## src/rtl/t_ff_count_ctrl_if.sv

```systemverilog
// Request/status bundle between count-request logic and the T-FF controller.
// master issues start/stop/dir/limit; slave reports bank state back.
interface t_ff_count_ctrl_if #(
   parameter int WIDTH = 4
);
   logic             start;
   logic             stop;
   logic             dir;
   logic [WIDTH-1:0] limit;
   logic [WIDTH-1:0] t_vec;
   logic [WIDTH-1:0] q;
   logic             busy;
   logic             done;
   logic             sat;

   modport master (
      output start, stop, dir, limit,
      input  t_vec, q, busy, done, sat
   );

   modport slave (
      input  start, stop, dir, limit,
      output t_vec, q, busy, done, sat
   );
endinterface

```

## src/rtl/t_ff_count_ctrl.sv

```systemverilog
// Sequencer stepping a WIDTH-bit T-FF bank up/down to a captured limit.
// Optional TFF_CTRL_SAT_EN: saturate at the ends instead of wrapping.
module t_ff_count_ctrl #(
   parameter int WIDTH = 4
) (
   input logic              clk,
   input logic              rst,
   t_ff_count_ctrl_if.slave bus
);

   typedef enum logic [1:0] {
      IDLE,
      RUN,
      DONE
   } state_t;

   state_t           state;
   state_t           nxt;
   logic [WIDTH-1:0] q;
   logic [WIDTH-1:0] lim_r;
   logic [WIDTH-1:0] tog;
   logic [WIDTH-1:0] t_vec;
   logic             dir_r;
   logic             take;

`ifdef TFF_CTRL_SAT_EN
   logic sat_r;
   logic sat_set;
   logic at_end;

   assign at_end = dir_r ? (q == '0) : (q == '1);
`endif

   // Ripple of ones (up) or zeros (down) below each bit decides its toggle.
   always_comb begin
      tog    = '0;
      tog[0] = 1'b1;
      for (int i = 1; i < WIDTH; i++) begin
         tog[i] = tog[i-1] & (q[i-1] ^ dir_r);
      end
   end

   always_comb begin
      nxt   = state;
      t_vec = '0;
      take  = 1'b0;
`ifdef TFF_CTRL_SAT_EN
      sat_set = 1'b0;
`endif
      unique case (state)
         IDLE: begin
            if (bus.start) begin
               take = 1'b1;
               nxt  = (q == bus.limit) ? DONE : RUN;
            end
         end
         RUN: begin
            if (bus.stop) begin
               nxt = IDLE;
            end
`ifdef TFF_CTRL_SAT_EN
            else if (at_end && (q != lim_r)) begin
               nxt     = DONE;
               sat_set = 1'b1;
            end
`endif
            else begin
               t_vec = tog;
               if ((q ^ tog) == lim_r) begin
                  nxt = DONE;
               end
            end
         end
         DONE: begin
            nxt = IDLE;
         end
         default: begin
            nxt = IDLE;
         end
      endcase
   end

   always_ff @(posedge clk) begin
      if (rst) begin
         state <= IDLE;
         q     <= '0;
         dir_r <= 1'b0;
         lim_r <= '0;
      end else begin
         state <= nxt;
         q     <= q ^ t_vec;
         if (take) begin
            dir_r <= bus.dir;
            lim_r <= bus.limit;
         end
      end
   end

`ifdef TFF_CTRL_SAT_EN
   always_ff @(posedge clk) begin
      if (rst) begin
         sat_r <= 1'b0;
      end else if (take) begin
         sat_r <= 1'b0;
      end else if (sat_set) begin
         sat_r <= 1'b1;
      end
   end

   assign bus.sat = sat_r;
`else
   assign bus.sat = 1'b0;
`endif

   assign bus.t_vec = t_vec;
   assign bus.q     = q;
   assign bus.busy  = (state != IDLE);
   assign bus.done  = (state == DONE);

endmodule

```

## src/flat_wrapper.sv

```systemverilog
// flat-port wrapper written by rule: the top's interface ports become plain ports
module t_ff_count_ctrl_flat 
#(
   parameter int WIDTH = 4
)
  (clk, rst, bus_start, bus_stop, bus_dir, bus_limit, bus_t_vec, bus_q, bus_busy, bus_done, bus_sat);
  t_ff_count_ctrl_if #(.WIDTH(WIDTH)) bus_i ();
  input logic clk;
  input logic rst;
  input wire logic [$bits(bus_i.start)-1:0] bus_start;
  input wire logic [$bits(bus_i.stop)-1:0] bus_stop;
  input wire logic [$bits(bus_i.dir)-1:0] bus_dir;
  input wire logic [$bits(bus_i.limit)-1:0] bus_limit;
  output wire logic [$bits(bus_i.t_vec)-1:0] bus_t_vec;
  output wire logic [$bits(bus_i.q)-1:0] bus_q;
  output wire logic [$bits(bus_i.busy)-1:0] bus_busy;
  output wire logic [$bits(bus_i.done)-1:0] bus_done;
  output wire logic [$bits(bus_i.sat)-1:0] bus_sat;
  assign bus_i.start = bus_start;
  assign bus_i.stop = bus_stop;
  assign bus_i.dir = bus_dir;
  assign bus_i.limit = bus_limit;
  assign bus_t_vec = bus_i.t_vec;
  assign bus_q = bus_i.q;
  assign bus_busy = bus_i.busy;
  assign bus_done = bus_i.done;
  assign bus_sat = bus_i.sat;
  t_ff_count_ctrl #(.WIDTH(WIDTH)) u_core (.clk(clk), .rst(rst), .bus(bus_i));
endmodule
```

## config.mk

```make
export PLATFORM = sky130hd
export DESIGN_NAME = t_ff_count_ctrl_flat
export DESIGN_NICKNAME = d
export VERILOG_FILES = /design/src/rtl/t_ff_count_ctrl_if.sv /design/src/rtl/t_ff_count_ctrl.sv /design/src/flat_wrapper.sv
export SDC_FILE = /design/constraint.sdc
export NUM_CORES = 1
export LEC_CHECK = 0
export CAP_MARGIN = 20
export CORE_MARGIN = 3
export CORE_UTILIZATION = 49
export DETAILED_ROUTE_END_ITERATION = 16
export PLACE_DENSITY_LB_ADDON = 0.15
export SYNTH_ARGS = -nofsm -noshare
export SYNTH_HDL_FRONTEND = slang
export SYNTH_SLANG_ARGS = --single-unit
```

## constraint.sdc

```tcl
create_clock -name clk -period 4.05 [get_ports clk]
set_input_delay 0.81 -clock clk [delete_from_list [all_inputs] [get_ports clk]]
set_output_delay 0.81 -clock clk [all_outputs]
set_load 0.02 [all_outputs]
```

==> flow_metrics.env <==
export IMPL_die_h_um=43.72
export IMPL_cts_sinks=11
export IMPL_cts_max_level=1
export IMPL_max_freq_mhz=297.8
export IMPL_hold_ws_ps=474.3
export IMPL_hp_class="register to register"
export IMPL_fin_crit_sh=0.8291
export IMPL_cts_hold_buf=0
export IMPL_endpoint_kind="output port"
export IMPL_synth_compound_area_frac=0.1418
export IMPL_cts_resized=0
export IMPL_antennaDiodeCount=0
export IMPL_grt_setup_unrepaired="false"
export IMPL_leakagePower_nw=0.3315
export IMPL_dp_cells=107
export IMPL_drv_cap=0
export IMPL_synth_fa_ha_area_frac=0
export IMPL_grt_max_degree=13
export IMPL_synthesis_nets=89
export IMPL_std_cell_rows=12
export IMPL_core_um2=1216
export IMPL_crit_type="input pin to output port"
export IMPL_route_vias_total=600
export IMPL_stdcell_count=111
export IMPL_max_stage_delay_ps=600
export IMPL_antenna_found_initial=0
export IMPL_startpoint_type="input pin"
export IMPL_clkTransAtPathRegs_ps=70
export IMPL_synthSimpleGateAreaFrac=0.2424
export IMPL_fin_worst_skew_ps=2.082
export IMPL_synth_warnings=0
export IMPL_worstPathCellList="clkdlybuf4s50_1 -> nor3b_2 -> and2_2 -> clkdlybuf4s50_1"
export IMPL_insertion_delay_ps=270
export IMPL_start_util=0.5730
export IMPL_place_gp_congestion=0.7922
export IMPL_cts_root_buffer="clkbuf_4"
export IMPL_synthArstFlopShare=0
export IMPL_vias_per_cell=5.405
export IMPL_synth_edf_count=0
export IMPL_cp_max_fo=8
export IMPL_power_density_nw_per_um2=311.2
export IMPL_synthXorXnorAreaFrac=0.1759
export IMPL_arrival_ps=2550
export IMPL_route_detailed_drc=0
export IMPL_cts_tree="yes"
export IMPL_synth_seq_area_share=0.3160
export IMPL_crit_required_ps=3240
export IMPL_fillers=97
export IMPL_cpMaxStageDelayCell="clkdlybuf4s50_1"
export IMPL_dp_hpwl_um=1129
export IMPL_drt_first_pass_iters=4
export IMPL_crit_buf_inv=2
export IMPL_drive_gt1_frac=0.09278
export IMPL_worst_slew_pin_slew_ps=515.1
export IMPL_post_drt_wl_per_cell_um=13.18
export IMPL_io_buffers=18
export IMPL_fin_nets=107
export IMPL_drt_iter0_drc=14
export IMPL_numCtsBuffers=3
export IMPL_die_w_um=43.72
export IMPL_ir_worst_vdd_uv=196.8
export IMPL_syn_area_um2=696.9
export IMPL_yosysUniqueCellTypes=30
export IMPL_grt_overflow=0
export IMPL_pin_count=20
export IMPL_finalHoldViolations=0
export IMPL_synth_top_family_by_area="simple AND/OR/NAND/NOR gates"
export IMPL_grt_pass1_wl_um=2511
export IMPL_relSlewSlack=0.6551
export IMPL_syn_inst=80
export IMPL_ys_ff_latch=11
export IMPL_grt_usage=0.1762
export IMPL_grt_pass1_vias=583
export IMPL_post_cts_setup_buffers=0
export IMPL_ys_dominant_reg_cell="dfxtp_1"
export IMPL_synth_avg_cell_area_um2=8.711
export IMPL_cts_max_path_buffers=2
export IMPL_ant_nets=0
export IMPL_drv_slew=0
export IMPL_setup_viol=0
export IMPL_crit_family="buffers and inverters"
export IMPL_cpMostUsedCell="clkdlybuf4s50_1"
export IMPL_min_period_ps=3358
export IMPL_status="finished, final reports clean"
export IMPL_fin_tns_setup_ps=0
export IMPL_die_area_um2=1911
export IMPL_area_growth_pct=26.21
export IMPL_wl_um=1463
export IMPL_muxShareOfSynthArea=0.04309
==> power by group <==
| group | switching (mW) | internal, mW | leakage (nW) |
|---|---|---|---|
| Sequential | 0.00903 | 0.115 | 0.0899 |
| Clock | 0.0391 | 0.0382 | 0.0150 |
| Combinational | 0.0359 | 0.0368 | 0.227 |
| Total | 0.0840 | 0.190 | 0.332 |
==> cell families (layout without fill, tap and decap cells) <==
kind of cell | Yosys count | in the layout
other | 1 | 1
buffers and inverters | 8 | 25
AND/OR/NAND/NOR | 31 | 31
AO/OA/AOI/OAI | 12 | 12
flip-flops | 11 | 11
multiplexers | 3 | 3
XOR/XNOR | 14 | 14
==> cells in the final DEF (no fill, tap or decap), types with 2 or more instances in the layout <==
cell,n
xor2_1,5
clkdlybuf4s50_1,18
nand2_1,7
xnor2_1,9
clkbuf_4,3
dfxtp_1,11
mux2i_1,3
inv_1,3
nor3_1,2
and2_1,2
nand3_1,5
a21oi_1,6
nor2_1,6
==> per-stage QoR <==
step | power [mW] | setup WS (ps) | utilization | area (µm²)
final | 0.2738 | 692.3 | 0.7233 | 879.6
after global routing | 0.2875 | 615.8 | 0.7233 | 879.6
after CTS | 0.2760 | 690.1 | 0.7233 | 879.6
after detailed placement | 0.1991 | 699.3 | 0.7016 | 853.3
after global placement | 0.1970 | 730.4 | 0.7016 | 853.3
after floorplan | 0.1748 | 1533 | - | 696.9
==> final cells by class <==
type / instances / area [µm²] / share of cell area
inverter: 3 / 11.26 / 0.01280
multi-input combinational: 61 / 424.2 / 0.4822
sequential: 11 / 220.2 / 0.2504
tap: 14 / 17.52 / 0.01991
clock buffer: 4 / 26.28 / 0.02987
timing repair buffer: 18 / 180.2 / 0.2048
==> state kept, by name, summed over array words and instances (netlist names) <==
| register | count |
|---|---|
| u_core.bus.q | 4 |
| u_core.lim_r | 4 |
| u_core.state | 2 |
| u_core.dir_r | 1 |
==> tightest hold or removal path, cell delays in order (launching register included) <==
cell and delay [ps]:
dfxtp_1 320, nand2_1 50, a21oi_1 60
==> synth_stat cells (all sizes together) (2+ instances only) <==
| cell type | number | area, µm² |
|---|---|---|
| nand2 | 7 | 26.28 |
| o31ai | 2 | 28.78 |
| xnor2 | 9 | 78.83 |
| a21oi | 6 | 30.03 |
| xor2 | 5 | 43.79 |
| buf | 4 | 37.53 |
| inv | 3 | 11.26 |
| and2 | 3 | 20.02 |
| nor3b | 2 | 20.02 |
| dfxtp | 11 | 220.2 |
| mux2i | 3 | 30.03 |
| nand3 | 5 | 25.02 |
| nor2 | 6 | 22.52 |
| nor3 | 2 | 10.01 |
==> final timing paths <==
kind | startpoint | end | slack, ps | cells past startpoint
setup / recovery | bus_stop | bus_t_vec[3] | 690 | 4
hold reg to reg | u_core.lim_r[2] | u_core.lim_r[2] | 470 | 2
setup reg to reg | u_core.bus.q[2] | u_core.state[1] | 2150 | 5
hold / removal | u_core.lim_r[2] | u_core.lim_r[2] | 470 | 2
==> layer usage <==
metal  GRT usage  share of wire  vias up
met5           0              0        -
met4     0.07229          0.015        0
met3     0.03734          0.038        2
met2      0.2849           0.50       17
met1      0.2250           0.45      279
li1            -              -      302
Note: power is estimated with default switching activity, not from simulation.
